$ cat src/rtl/operand_fetch_pkg.sv
// Shared definitions for the operand fetch stage: widths, register index type
// and the writeback-match helper used by the top and the bypass resolver.
package operand_fetch_pkg;

    localparam int XLEN      = 64;
    localparam int PC_W      = 64;
    localparam int CTRL_W    = 16;
    localparam int REG_IDX_W = 5;

    typedef logic [REG_IDX_W-1:0] reg_idx_t;

    localparam reg_idx_t REG_ZERO = '0;

    // Field offsets inside the opaque decoded-control bundle.
    localparam int CTRL_ALU_OP_LSB   = 0;
    localparam int CTRL_ALU_OP_W     = 4;
    localparam int CTRL_SRC2_IMM_BIT = 4;
    localparam int CTRL_MEM_RD_BIT   = 5;
    localparam int CTRL_MEM_WR_BIT   = 6;
    localparam int CTRL_BRANCH_BIT   = 7;
    localparam int CTRL_WB_EN_BIT    = 8;
    localparam int CTRL_FUNCT3_LSB   = 9;
    localparam int CTRL_FUNCT3_W     = 3;

    function automatic logic wb_hits(input logic en, input reg_idx_t rd, input reg_idx_t rs);
        return en && (rd != REG_ZERO) && (rd == rs);
    endfunction

endpackage

$ cat src/rtl/operand_fetch_bypass.sv
// Per-operand resolver: chooses between fresh register-file data, a captured
// same-edge bypass and the holding register, and computes the next held value.
module operand_bypass #(
    parameter int XLEN = 64
) (
    input  logic [4:0]      i_rs,
    input  logic            i_fresh,
    input  logic            i_hit,
    input  logic [XLEN-1:0] i_byp,
    input  logic [XLEN-1:0] i_rf_data,
    input  logic [XLEN-1:0] i_op_q,
    input  logic            i_wb_en,
    input  logic [4:0]      i_wb_rd,
    input  logic [XLEN-1:0] i_wb_data,
    output logic [XLEN-1:0] o_op,
    output logic [XLEN-1:0] o_op_next
);
    import operand_fetch_pkg::*;

    logic [XLEN-1:0] w_fresh_op;

    assign w_fresh_op = i_hit ? i_byp : i_rf_data;
    assign o_op       = i_fresh ? w_fresh_op : i_op_q;
    assign o_op_next  = wb_hits(i_wb_en, i_wb_rd, i_rs) ? i_wb_data : o_op;

endmodule

$ cat src/rtl/operand_fetch.sv
// Decode-to-execute operand stage: drives register file reads, patches the
// registered read data with writebacks and holds operands across stalls.
module operand_fetch #(
    parameter int XLEN   = operand_fetch_pkg::XLEN,
    parameter int PC_W   = operand_fetch_pkg::PC_W,
    parameter int CTRL_W = operand_fetch_pkg::CTRL_W
) (
    input  logic              clk,
    input  logic              reset_n,
    input  logic              in_valid,
    output logic              in_ready,
    input  logic [4:0]        in_rs1,
    input  logic [4:0]        in_rs2,
    input  logic [4:0]        in_rd,
    input  logic [PC_W-1:0]   in_pc,
    input  logic [CTRL_W-1:0] in_ctrl,
    output logic [4:0]        rf_rs1,
    output logic [4:0]        rf_rs2,
    input  logic [XLEN-1:0]   rf_read_data1,
    input  logic [XLEN-1:0]   rf_read_data2,
    input  logic              wb_en,
    input  logic [4:0]        wb_rd,
    input  logic [XLEN-1:0]   wb_data,
    input  logic              flush,
    output logic              out_valid,
    input  logic              out_ready,
    output logic [XLEN-1:0]   out_op1,
    output logic [XLEN-1:0]   out_op2,
    output logic [4:0]        out_rd,
    output logic [PC_W-1:0]   out_pc,
    output logic [CTRL_W-1:0] out_ctrl
);
    import operand_fetch_pkg::*;

    logic              r_valid;
    logic              r_fresh;
    logic [4:0]        r_rs1;
    logic [4:0]        r_rs2;
    logic [4:0]        r_rd;
    logic [PC_W-1:0]   r_pc;
    logic [CTRL_W-1:0] r_ctrl;
    logic              r_hit1;
    logic              r_hit2;
    logic [XLEN-1:0]   r_byp1;
    logic [XLEN-1:0]   r_byp2;
    logic [XLEN-1:0]   r_op1_q;
    logic [XLEN-1:0]   r_op2_q;

    logic              w_accept;
    logic              w_stall;
    logic [XLEN-1:0]   w_op1;
    logic [XLEN-1:0]   w_op2;
    logic [XLEN-1:0]   w_op1_next;
    logic [XLEN-1:0]   w_op2_next;

    assign rf_rs1   = in_rs1;
    assign rf_rs2   = in_rs2;
    assign in_ready = !flush && (!r_valid || out_ready);
    assign w_accept = in_valid && in_ready;
    assign w_stall  = r_valid && !out_ready && !flush;

    operand_bypass #(.XLEN(XLEN)) u_byp1 (
        .i_rs      (r_rs1),
        .i_fresh   (r_fresh),
        .i_hit     (r_hit1),
        .i_byp     (r_byp1),
        .i_rf_data (rf_read_data1),
        .i_op_q    (r_op1_q),
        .i_wb_en   (wb_en),
        .i_wb_rd   (wb_rd),
        .i_wb_data (wb_data),
        .o_op      (w_op1),
        .o_op_next (w_op1_next)
    );

    operand_bypass #(.XLEN(XLEN)) u_byp2 (
        .i_rs      (r_rs2),
        .i_fresh   (r_fresh),
        .i_hit     (r_hit2),
        .i_byp     (r_byp2),
        .i_rf_data (rf_read_data2),
        .i_op_q    (r_op2_q),
        .i_wb_en   (wb_en),
        .i_wb_rd   (wb_rd),
        .i_wb_data (wb_data),
        .o_op      (w_op2),
        .o_op_next (w_op2_next)
    );

    always_ff @(posedge clk or negedge reset_n) begin
        if (!reset_n) begin
            r_valid <= 1'b0;
            r_fresh <= 1'b0;
            r_rs1   <= '0;
            r_rs2   <= '0;
            r_rd    <= '0;
            r_pc    <= '0;
            r_ctrl  <= '0;
            r_hit1  <= 1'b0;
            r_hit2  <= 1'b0;
            r_byp1  <= '0;
            r_byp2  <= '0;
            r_op1_q <= '0;
            r_op2_q <= '0;
        end else if (flush) begin
            r_valid <= 1'b0;
            r_fresh <= 1'b0;
        end else if (w_accept) begin
            // The register file returns the pre-write value on a shared edge,
            // so a matching writeback on this edge is captured for bypass.
            r_valid <= 1'b1;
            r_fresh <= 1'b1;
            r_rs1   <= in_rs1;
            r_rs2   <= in_rs2;
            r_rd    <= in_rd;
            r_pc    <= in_pc;
            r_ctrl  <= in_ctrl;
            r_hit1  <= wb_hits(wb_en, wb_rd, in_rs1);
            r_hit2  <= wb_hits(wb_en, wb_rd, in_rs2);
            r_byp1  <= wb_data;
            r_byp2  <= wb_data;
        end else if (w_stall) begin
            r_op1_q <= w_op1_next;
            r_op2_q <= w_op2_next;
            r_fresh <= 1'b0;
        end else if (r_valid) begin
            r_valid <= 1'b0;
            r_fresh <= 1'b0;
        end
    end

    assign out_valid = r_valid;
    assign out_op1   = w_op1;
    assign out_op2   = w_op2;
    assign out_rd    = r_rd;
    assign out_pc    = r_pc;
    assign out_ctrl  = r_ctrl;

endmodule

$ cat config.mk
export PLATFORM = sky130hd
export DESIGN_NAME = operand_fetch
export DESIGN_NICKNAME = d
export VERILOG_FILES = /design/src/rtl/operand_fetch_pkg.sv /design/src/rtl/operand_fetch_bypass.sv /design/src/rtl/operand_fetch.sv
export SDC_FILE = /design/constraint.sdc
export NUM_CORES = 1
export LEC_CHECK = 0
export ABC_AREA = 1
export CORE_UTILIZATION = 35
export CTS_BUF_LIST = sky130_fd_sc_hd__clkbuf_4
export DETAILED_ROUTE_END_ITERATION = 7
export HOLD_SLACK_MARGIN = 0.06
export PLACE_DENSITY = 0.65
export SLEW_MARGIN = 20
export SYNTH_ARGS = -nofsm -noshare
export SYNTH_HDL_FRONTEND = slang
export SYNTH_SLANG_ARGS = --single-unit
export TNS_END_PERCENT = 30
$ cat constraint.sdc
create_clock -name clk -period 1.4 [get_ports clk]
set_input_delay 0.21 -clock clk [delete_from_list [all_inputs] [get_ports clk]]
set_output_delay 0.21 -clock clk [all_outputs]
set_load 0.01 [all_outputs]
==> Word-level counts from Yosys, hierarchy flattened <==
Cells that the tools add are included.
{ "totals": {"latch_bits": 0, "output_inout_bits": 225, "rom_bits": 0, "reg_bits": 291, "word_cells": 49, "in_bits": 298, "memories": 0, "mem_bits_rw": 0} }
{ "classes": {"shifts": 0, "n_addsub": 0, "bitwise": 2, "multipliers": 0, "n_lt_le_gt_ge": 0, "n_mux": 13, "n_div": 0, "n_eq_ne": 5, "n_reduce_logical": 17} }
{ "ops": {"columns": ["operator", "n"], "rows": [
  ["two-way mux 64 bit", 6],
  ["equality test 5 bit", 4],
  ["logical AND 1 bit", 9],
  ["two-way mux 1 bit", 7],
  ["nonzero test 5 bit", 1],
  ["nonzero test 4 bit", 1],
  ["logical NOT 1 bit", 3],
  ["inequality test 3 bit, second input constant", 1],
  ["AND reduction 3 bit", 1],
  ["NOT 1 bit", 2],
  ["AND reduction 2 bit", 1],
  ["logical OR 1 bit", 1]
]} }

==> Logic depth before layout (Yosys ltp) <==
Gate-level depths: netlist of the first run.
{ "depth": {"word_depth": 6, "depth_mapped": 11} }

==> By module <==
Synthesis of the first run repeated with hierarchy kept, for this count alone.
{ "hier_totals": {"cells_unflattened": 2378, "hier_area_um2": 16784.8} }
{ "by_module_without_submodules": {"columns": ["mod", "instances", "area_per_inst_um2", "cells_each", "seq_area_each_um2"], "rows": [
  ["operand_fetch", 1, 11497.3, 1296, 7282.0],
  ["operand_bypass", 2, 2643.8, 541, 0.0]
]} }

==> Worst setup path before layout of the first run <==
OpenSTA, ideal clock, no wires.
{ "synth_path": {"path_kind": "register to register", "start": "reg r_valid, in the netlist out_valid", "end": "reg r_pc[10], in the netlist out_pc[10]", "synth_period_minus_slack_ns": 1.514, "n_path_buf": 2, "t_arrival_ns": 1.397, "setup_time_ns": 0.116, "slack_ns": -0.114, "stages_incl_launch_ff": 7, "cell_sequence": "dfrtp_1 -> a21oi_1 -> nand2_1 -> buf_2 -> buf_1 -> nand2_1 -> nand2_1"} }
{ "synth_between": {"elab_chain_cells": 5} }
{ "synth_rtl": {"columns": ["item", "line_no", "source"], "rows": [
  ["from (decl)", "operand_fetch.sv:35", "logic r_valid;"],
  ["from (signal assigned)", "operand_fetch.sv:92", "r_valid <= 1'b0;"],
  ["from (signal assigned)", "operand_fetch.sv:106", "r_valid <= 1'b0;"],
  ["from (signal assigned)", "operand_fetch.sv:111", "r_valid <= 1'b1;"],
  ["logical NOT 1 bit", "operand_fetch.sv:58", "assign in_ready = !flush && (!r_valid || out_ready);"],
  ["logical OR 1 bit", "operand_fetch.sv:58", null],
  ["logical AND 1 bit", "operand_fetch.sv:58", null],
  ["via in_ready", "operand_fetch.sv:11", "output logic in_ready,"],
  ["logical AND 1 bit", "operand_fetch.sv:59", "assign w_accept = in_valid && in_ready;"],
  ["AND reduction 2 bit (no source line)", null, null],
  ["to (signal assigned)", "operand_fetch.sv:116", "r_pc <= in_pc;"],
  ["to (decl)", "operand_fetch.sv:40", "logic [PC_W-1:0] r_pc;"]
]} }
The timed path passes the listed nets, and every way through them passes these cells.
A chain may end at the register's enable or synchronous reset.

==> Final worst setup path of the first run <==
{ "layout_path": {"start": "reg r_fresh", "end": "out out_op1[25]"} }
{ "layout_between": {"elab_chain_cells": 1} }
{ "layout_rtl": {"columns": ["item", "line_no", "source"], "rows": [
  ["from (decl)", "operand_fetch.sv:36", "logic r_fresh;"],
  ["from (signal assigned)", "operand_fetch.sv:93", "r_fresh <= 1'b0;"],
  ["from (signal assigned)", "operand_fetch.sv:107", "r_fresh <= 1'b0;"],
  ["from (signal assigned)", "operand_fetch.sv:112", "r_fresh <= 1'b1;"],
  ["two-way mux 64 bit", "operand_fetch_bypass.sv:23", "assign o_op = i_fresh ? w_fresh_op : i_op_q;"],
  ["to (decl)", "operand_fetch.sv:27", "output logic [XLEN-1:0] out_op1,"]
]} }
Every way passes these cells.

==> results of run 1 <==
-- path summary, 6_finish.rpt --
check | startpoint | cells past startpoint | end | slack [ns]
worst min-delay path | in_rs2[3] | 4 | r_rs2[3] | 0.18
max in group asynchronous | reset_n | 4 | r_byp2[58] | 0.43
min in group asynchronous | reset_n | 4 | r_rs1[1] | 0.66
worst max register to register | r_fresh | 12 | r_op1_q[23] | -0.51
worst min register to register | r_op1_q[0] | 2 | r_op1_q[0] | 0.48
worst max-delay path | r_fresh | 8 | out_op1[25] | -1.18
-- power by group through the flow --
stage	Combinational [mW]	Clock, mW	Sequential [mW]
3_3_place_gp	11.9	0	11.3
2_1_floorplan	5.58	0	11.3
6_report	14.0	8.23	11.4
3_5_place_dp	12.0	0	11.4
4_1_cts	13.0	8.39	11.3
5_1_grt	15.1	8.87	11.6
-- synth_stat cells (2+ instances only) --
| library cell | instances |
|---|---|
| nand2_1 | 741 |
| inv_1 | 328 |
| dfrtp_1 | 291 |
| nor2_1 | 259 |
| o21ai_0 | 197 |
| nand3_1 | 193 |
| o21a_1 | 128 |
| nand4_1 | 65 |
| buf_2 | 60 |
| clkbuf_1 | 51 |
| buf_6 | 42 |
| buf_4 | 17 |
| xor2_1 | 12 |
| buf_12 | 7 |
| buf_1 | 4 |
| inv_2 | 4 |
| nor2_4 | 3 |
| nor3_1 | 3 |
| xnor2_1 | 3 |
| xnor2_2 | 2 |
-- final cells by class --
cell class / count / area, sq um
fillers: 4136 / 19190
repair buffers: 993 / 10270
multi-input cells: 1614 / 8167
flip-flops and latches: 291 / 7288
inverters: 332 / 1269
clock buffers: 131 / 983.4
well taps: 615 / 769.5
clock inverters: 19 / 73.82
repair inverters: 1 / 16.27
diodes: 5 / 12.51
-- logic make-up (layout without fill, tap and decap cells) --
| logic type | after synthesis | after routing |
|---|---|---|
| compound gates | 327 | 327 |
| simple gates | 1270 | 1270 |
| xor+xnor | 17 | 17 |
| flops | 291 | 291 |
| other cells | 0 | 5 |
| buf+inv | 513 | 1476 |
-- placed cells by master (no fill, tap or decap), types with 4 or more instances in the layout --
cell type	instances
clkinv_1	13
dfrtp_1	288
o21ai_1	79
clkbuf_2	12
dlygate4sd3_1	160
inv_4	4
inv_1	299
o21ai_0	92
nand2_1	740
o21a_1	126
nand3_1	193
buf_8	8
clkbuf_4	131
clkdlybuf4s15_2	8
buf_12	68
nor2_2	56
buf_2	63
clkdlybuf4s50_1	386
nor2_1	131
clkbuf_16	5
xor2_1	12
nand4_1	65
o21ai_2	26
buf_6	66
inv_2	32
diode_2	5
buf_16	17
buf_4	199
nor2_4	76
-- layer usage --
layer	GRT usage, %	up-vias	part of all wire [%]
met5	0	-	0.017
met4	16.48	2	4.3
met3	7.599	213	8.9
met2	50.87	1150	49
met1	35.09	9703	38
li1	-	9363	-
-- state kept, by name, summed over array words and instances (netlist names) --
name / count
out_pc: 64
r_byp2: 64
r_op1_q: 64
r_op2_q: 64
out_ctrl: 16
out_rd: 5
r_rs1: 5
r_rs2: 5
out_valid: 1
r_fresh: 1
r_hit1: 1
r_hit2: 1
-- per-stage QoR --
stage	hold slack (ns)	util (%)
4_1_cts	0.06560	57.59
6_report	0.1752	60.05
5_1_grt	0.1696	60.05
2_1_floorplan	-0.08559	-
3_5_place_dp	0.1459	49.84
3_3_place_gp	0.1393	49.84
-- worst max-delay path: cells and delay by family (launching register included) --
family          cells  cell delay (ns)
compound gates      2             0.27
buf+inv             5             0.64
flops               1             0.57
simple gates        1             0.06
-- timing repair --
| item | 4_1_cts | 5_1_grt |
|---|---|---|
| gates resized for setup | 555 | 429 |
| endpoints found under the setup margin | 354 | 450 |
| pin swaps | 31 | 58 |
| hold buffers | 161 | 0 |
| setup buffers | 71 | 52 |
| cloned | 15 | 5 |
| hold endpoints to repair | 461 | 0 |
==> results.yml, run 1 <==
run_status:
  run_status: "finished, violations left"
  failed_checks: "setup timing"
drt:
  routed_wirelength_mm: 77.68
  post-route-drc-count: 0
  number_of_search_and_repair_iterations_in_the_first_detailed_routing_pass: 6
  num_vias: 20430
  drt-initial-drc-count: 2191
  post_drt_via_cell_ratio: 5.106
  post_route_antenna_net_violation_count: 0
  wl_per_cell_um: 19.42
placed_design:
  post-place-cells: 3548
  hpwlAfterDp_mm: 47.27
  dpl-instance-area_sq_um: 23940
  detailedPlace.worstSlack_ns: -0.8695
  port_buffers: 522
  finalWeightedCongestion: 0.8775
setup_path:
  timing.critical_path.fanout_max: 8
  cp_slowest_cell: "dfrtp_4"
  timing.critical_path.slowest_cell_delay_ns: 0.57
  worstSetupEndpointType: "primary output"
  cp_cell_sequence: "inv_12 > buf_16 > buf_12 > nor2_1 > o21ai_1 > o21a_1 > inv_1 > buf_2"
  start_kind: "register"
  worstSetupPathType: "register to primary output"
  crit_arrival_ns: 2.37
  worstPathRequired_ns: 1.19
pwr:
  seq_power_share_pct: 33.9
  pwr-share-clk_pct: 24.4
  comb_power_share_pct: 41.6
  swShare_pct: 35.89
  totalPowerFinal_mw: 33.67
  powerDensity_nw_per_um2: 1167
  internal_power_mw: 21.58
  total_leakage_power_nw: 14.80
  worst_supply_voltage_drop_on_vdd_uv: 706.2
  netSwitchingPower_mw: 12.08
clock_network:
  clk_path_buf_depth: 3
  tritoncts: "done"
  clk_transition_reported_paths_ns: 0.06
  cts.sinks: 291
  cts_buffers: 86
  cts-root-buf: "clkbuf_4"
  clock_insertion_delay_worst_skew_ns: 0.83
  cts-htree-levels: 3
logic_synthesis:
  synth_top_family_by_area: "simple AND/OR/NAND/NOR gates"
  synth_xor_xnor_area_share_pct: 0.9567
  synth.area.mux_share_pct: 0
  cell_type_with_the_largest_total_area_after_synthesis: "dfrtp_1"
  synth.yosys.warnings: 0
  synth_seq_cells: 291
  synth-edff-count: 0
  synth_seq_area_share_pct: 42.50
  synth_top_flop_cell: "dfrtp_1"
  synthAdderAreaFrac_pct: 0
  synth_top_area_share_pct: 42.50
  synth.cell_area_sq_um: 17130
  ys_types: 28
  syn_inst: 2418
  post_synth_and_or_nand_nor_area_fraction_pct: 30.55
  avgSynthCellArea_sq_um: 7.085
  synthArstFlopShare_pct: 100.0
  synth_top_cells_by_area: "dfrtp_1 43%, nand2_1 16%, inv_1 7.2%, o21ai_0 5.8%, nor2_1 5.7%"
  syn-num-nets: 2716
  synth-compound-area-share_pct: 11.44
floorplanning:
  die_h_um: 223.2
  boundaryPins: 523
  design.die.area_sq_um: 49840
  rows: 80
  die_width_um: 223.2
  placeableCoreArea_sq_um: 48050
  initial_utilization_pct: 35.66
job:
  maxCapViolations: 0
sta:
  report.final.slew_viol_count: 0
  achievable-frequency_ghz: 0.3883
  layout_min_cycle_time_ns: 2.575
  worst_slack_ns: -1.175
  final_setup_violating_endpoints: 487
  unrepaired_setup_endpoints_after_global_routing: "true"
  clock_skew_ns: 0.04954
  worst_pin_slew_ns: 0.4923
  timing.slew.headroom_pct: 67.18
  tns_ns: -221.31
  final_hold_viol_count: 0
  final.period_utilization_pct: 183.9
layout:
  proportion_of_layout_cells_with_a_drive_suffix_above_1_pct: 23.34
  final_cell_count_no_fill: 4001
  postLayoutCellArea_sq_um: 28850
  nets: 3617
  syn2layout_area_growth_pct: 68.41
global_route:
  largest_net_degree_at_the_start_of_global_routing: 93
  grt_first_pass_wirelength_mm: 115.9
  globalRouteTotalUtil_pct: 30.17
  grt-ovfl-total: 0
  antenna_found_initial: 8
  first_global_vias: 20560
hold_path:
  hold_path.class: "primary input to register"
(Power assumes the default switching activity.)
==> run 2: changes to the inputs <==
ABC_AREA = unset   (was 1)
PLACE_DENSITY = 0.66   (was 0.65)
REMOVE_ABC_BUFFERS = 1   (was unset)
==> results.yml, run 2 <==
setup_path:
  timing.critical_path.slowest_cell_delay_ns: 0.52
  crit-reg2reg-launch: "r_hit1"
  reg2regPathDepth: 10
  setup.reg_to_reg.worst_slack_ns: -0.56
  start_kind: "register"
  critPathLaunch: "r_hit2"
  cp.depth: 6
  timing.critical_path.fanout_max: 6
  crit_arrival_ns: 2.37
  cpLargestDelayFamily: "buffers and inverters"
  cp.buffers_inverters: 4
  cp_cell_sequence: "buf_6 > buf_12 > buf_16 > mux2i_4 > a21oi_4 > buf_2"
  worstSetupPathType: "register to primary output"
  worstSetupEndpointType: "primary output"
  regToRegEndpoint: "r_op1_q[8]"
  worstPathRequired_ns: 1.19
  critPathCapture: "out_op2[22]"
  cp_slowest_cell: "dfrtp_4"
global_route:
  antenna_found_initial: 6
  grt_first_pass_wirelength_mm: 109.6
  largest_net_degree_at_the_start_of_global_routing: 50
  first_global_vias: 19070
  globalRouteTotalUtil_pct: 30.10
  grt-ovfl-total: 0
logic_synthesis:
  synth_top_flop_cell: "dfrtp_1"
  synth.cells.most_frequent: "291 x dfrtp_1, 257 x a21oi_1, 256 x nor2_1"
  synthArstFlopShare_pct: 100.0
  avgSynthCellArea_sq_um: 10.24
  synth_top_area_share_pct: 45.11
  ys_types: 31
  synth_seq_area_share_pct: 45.11
  synth_top_cells_by_area: "dfrtp_1 45%, mux2_1 10%, a21oi_1 8.0%, mux2i_1 7.9%, nor2_1 6.0%"
  yosysMostFrequentCell: "dfrtp_1"
  synth.cell_area_sq_um: 16140
  cell_type_with_the_largest_total_area_after_synthesis: "dfrtp_1"
  syn_inst: 1576
  synth_seq_cells: 291
  synth-edff-count: 0
  synth.yosys.warnings: 0
sta:
  clock_skew_ns: 0.05717
  final_hold_viol_count: 0
  report.final.slew_viol_count: 0
  worst_slack_ns: -1.176
  unrepaired_setup_endpoints_after_global_routing: "true"
  worst_pin_slew_ns: 0.5348
  final.period_utilization_pct: 184.0
  final_setup_violating_endpoints: 512
  timing.slew.headroom_pct: 64.02
  layout_min_cycle_time_ns: 2.576
  achievable-frequency_ghz: 0.3883
floorplanning:
  die_h_um: 216.8
  rows: 78
  placeableCoreArea_sq_um: 45480
  design.die.area_sq_um: 46980
  die_width_um: 216.8
  boundaryPins: 523
  initial_utilization_pct: 35.49
placed_design:
  post-place-cells: 2789
  finalWeightedCongestion: 0.8467
  hpwlAfterDp_mm: 44.97
  dpl-instance-area_sq_um: 24080
  port_buffers: 522
drt:
  post_drt_via_cell_ratio: 5.596
  routed_wirelength_mm: 73.57
  post-route-drc-count: 0
  wl_per_cell_um: 22.71
  post_route_antenna_net_violation_count: 0
  number_of_search_and_repair_iterations_in_the_first_detailed_routing_pass: 5
  num_vias: 18130
  drt-initial-drc-count: 1454
hold_path:
  hold_path.class: "primary input to register"
clock_network:
  tritoncts: "done"
  cts-htree-levels: 3
  clk_path_buf_depth: 3
  clk_transition_reported_paths_ns: 0.07
  cts_buffers: 88
  cts-root-buf: "clkbuf_4"
  clock_insertion_delay_worst_skew_ns: 0.84
  cts.sinks: 291
layout:
  postLayoutCellArea_sq_um: 28810
  final_cell_count_no_fill: 3240
  most_common_cell_after_layout_fill_and_taps_aside: "buf_4"
  proportion_of_layout_cells_with_a_drive_suffix_above_1_pct: 40.61
  nets: 2878
  syn2layout_area_growth_pct: 78.51
  most-common-layout-cells: "346 x buf_4, 306 x clkdlybuf4s50_1, 288 x dfrtp_1, 206 x nor2_1, 147 x mux2_1"
run_status:
  failed_checks: "setup timing"
  run_status: "finished, violations left"
pwr:
  powerDensity_nw_per_um2: 1279
  worst_supply_voltage_drop_on_vdd_uv: 785.5
  total_leakage_power_nw: 11.77
job:
  maxCapViolations: 0
[run 2: worst min path at each step]
stage	endpoint	slack, ns	from	cells past startpoint
finish	r_byp2[2]	0.13	wb_data[2]	2
global route	r_byp2[46]	0.09	wb_data[46]	2
floorplan	out_ctrl[0]	-0.09	reset_n	0
global placement	r_byp2[26]	0.13	reset_n	1
detailed placement	r_op1_q[26]	0.13	reset_n	1
CTS	r_byp2[43]	0.06	wb_data[43]	2
[run 2: cell type report]
type | count | area (sq um)
fillers | 3525 | 16660
repair buffers | 1098 | 10420
multi-input cells | 1100 | 9231
well taps | 600 | 750.7
inverters | 1 | 3.754
clock inverters | 19 | 155.1
diodes | 5 | 12.51
clock buffers | 126 | 945.9
flip-flops and latches | 291 | 7293
[run 2: cell families (layout without fill, tap and decap cells)]
| family | count (synthesis) | in the layout | synth area share, % |
|---|---|---|---|
| multiplexers | 289 | 289 | 19.17 |
| buffers and inverters | 185 | 1244 | 5.751 |
| AO/OA/AOI/OAI | 516 | 516 | 22.21 |
| flip-flops | 291 | 291 | 45.11 |
| other | 0 | 5 | 0 |
| XOR/XNOR | 20 | 20 | 1.085 |
| AND/OR/NAND/NOR | 275 | 275 | 6.674 |
[run 2: power by group]
part           switching, mW  internal [mW]  total (mW)
Combinational           7.90           8.25        16.2
Clock                   4.05           4.63        8.67
Sequential              1.57           10.5        12.0
Total                   13.5           23.3        36.9
[run 2: timing repair]
action	CTS	global route
gates cloned	15	2
resized for setup	787	315
hold buffers	134	0
pin swaps	119	51
endpoints found under the hold margin	428	0
endpoints found under the setup margin	512	512
setup buffers	114	46
[run 2: through the flow]
stage	power [mW]	TNS [ns]	worst slack (ns)	utilization [%]	hold slack [ns]
finish	36.86	-231.19	-1.176	63.36	0.1306
global route	38.66	-262.18	-1.266	63.36	0.09197
detailed placement	25.64	-258.07	-0.8043	52.94	0.1313
floorplan	17.11	-1834.50	-6.233	-	-0.08559
CTS	35.89	-271.62	-1.249	62.12	0.06167
global placement	25.39	-253.12	-0.7694	52.94	0.1293
[run 2: metal layers]
metal	vias up	wire length [um]	global-route usage [%]
met2	1069	36530	50.72
met3	186	6436	7.170
li1	7927	-	-
met5	-	16	0
met1	8947	27540	35.62
met4	2	3047	15.63
[run 2: worst register-to-register path: cells and delay by family (launching register included)]
family	cells	cell delay (ns)
flops	1	0.56
compound gates	3	0.23
mux	1	0.18
buf+inv	6	0.83
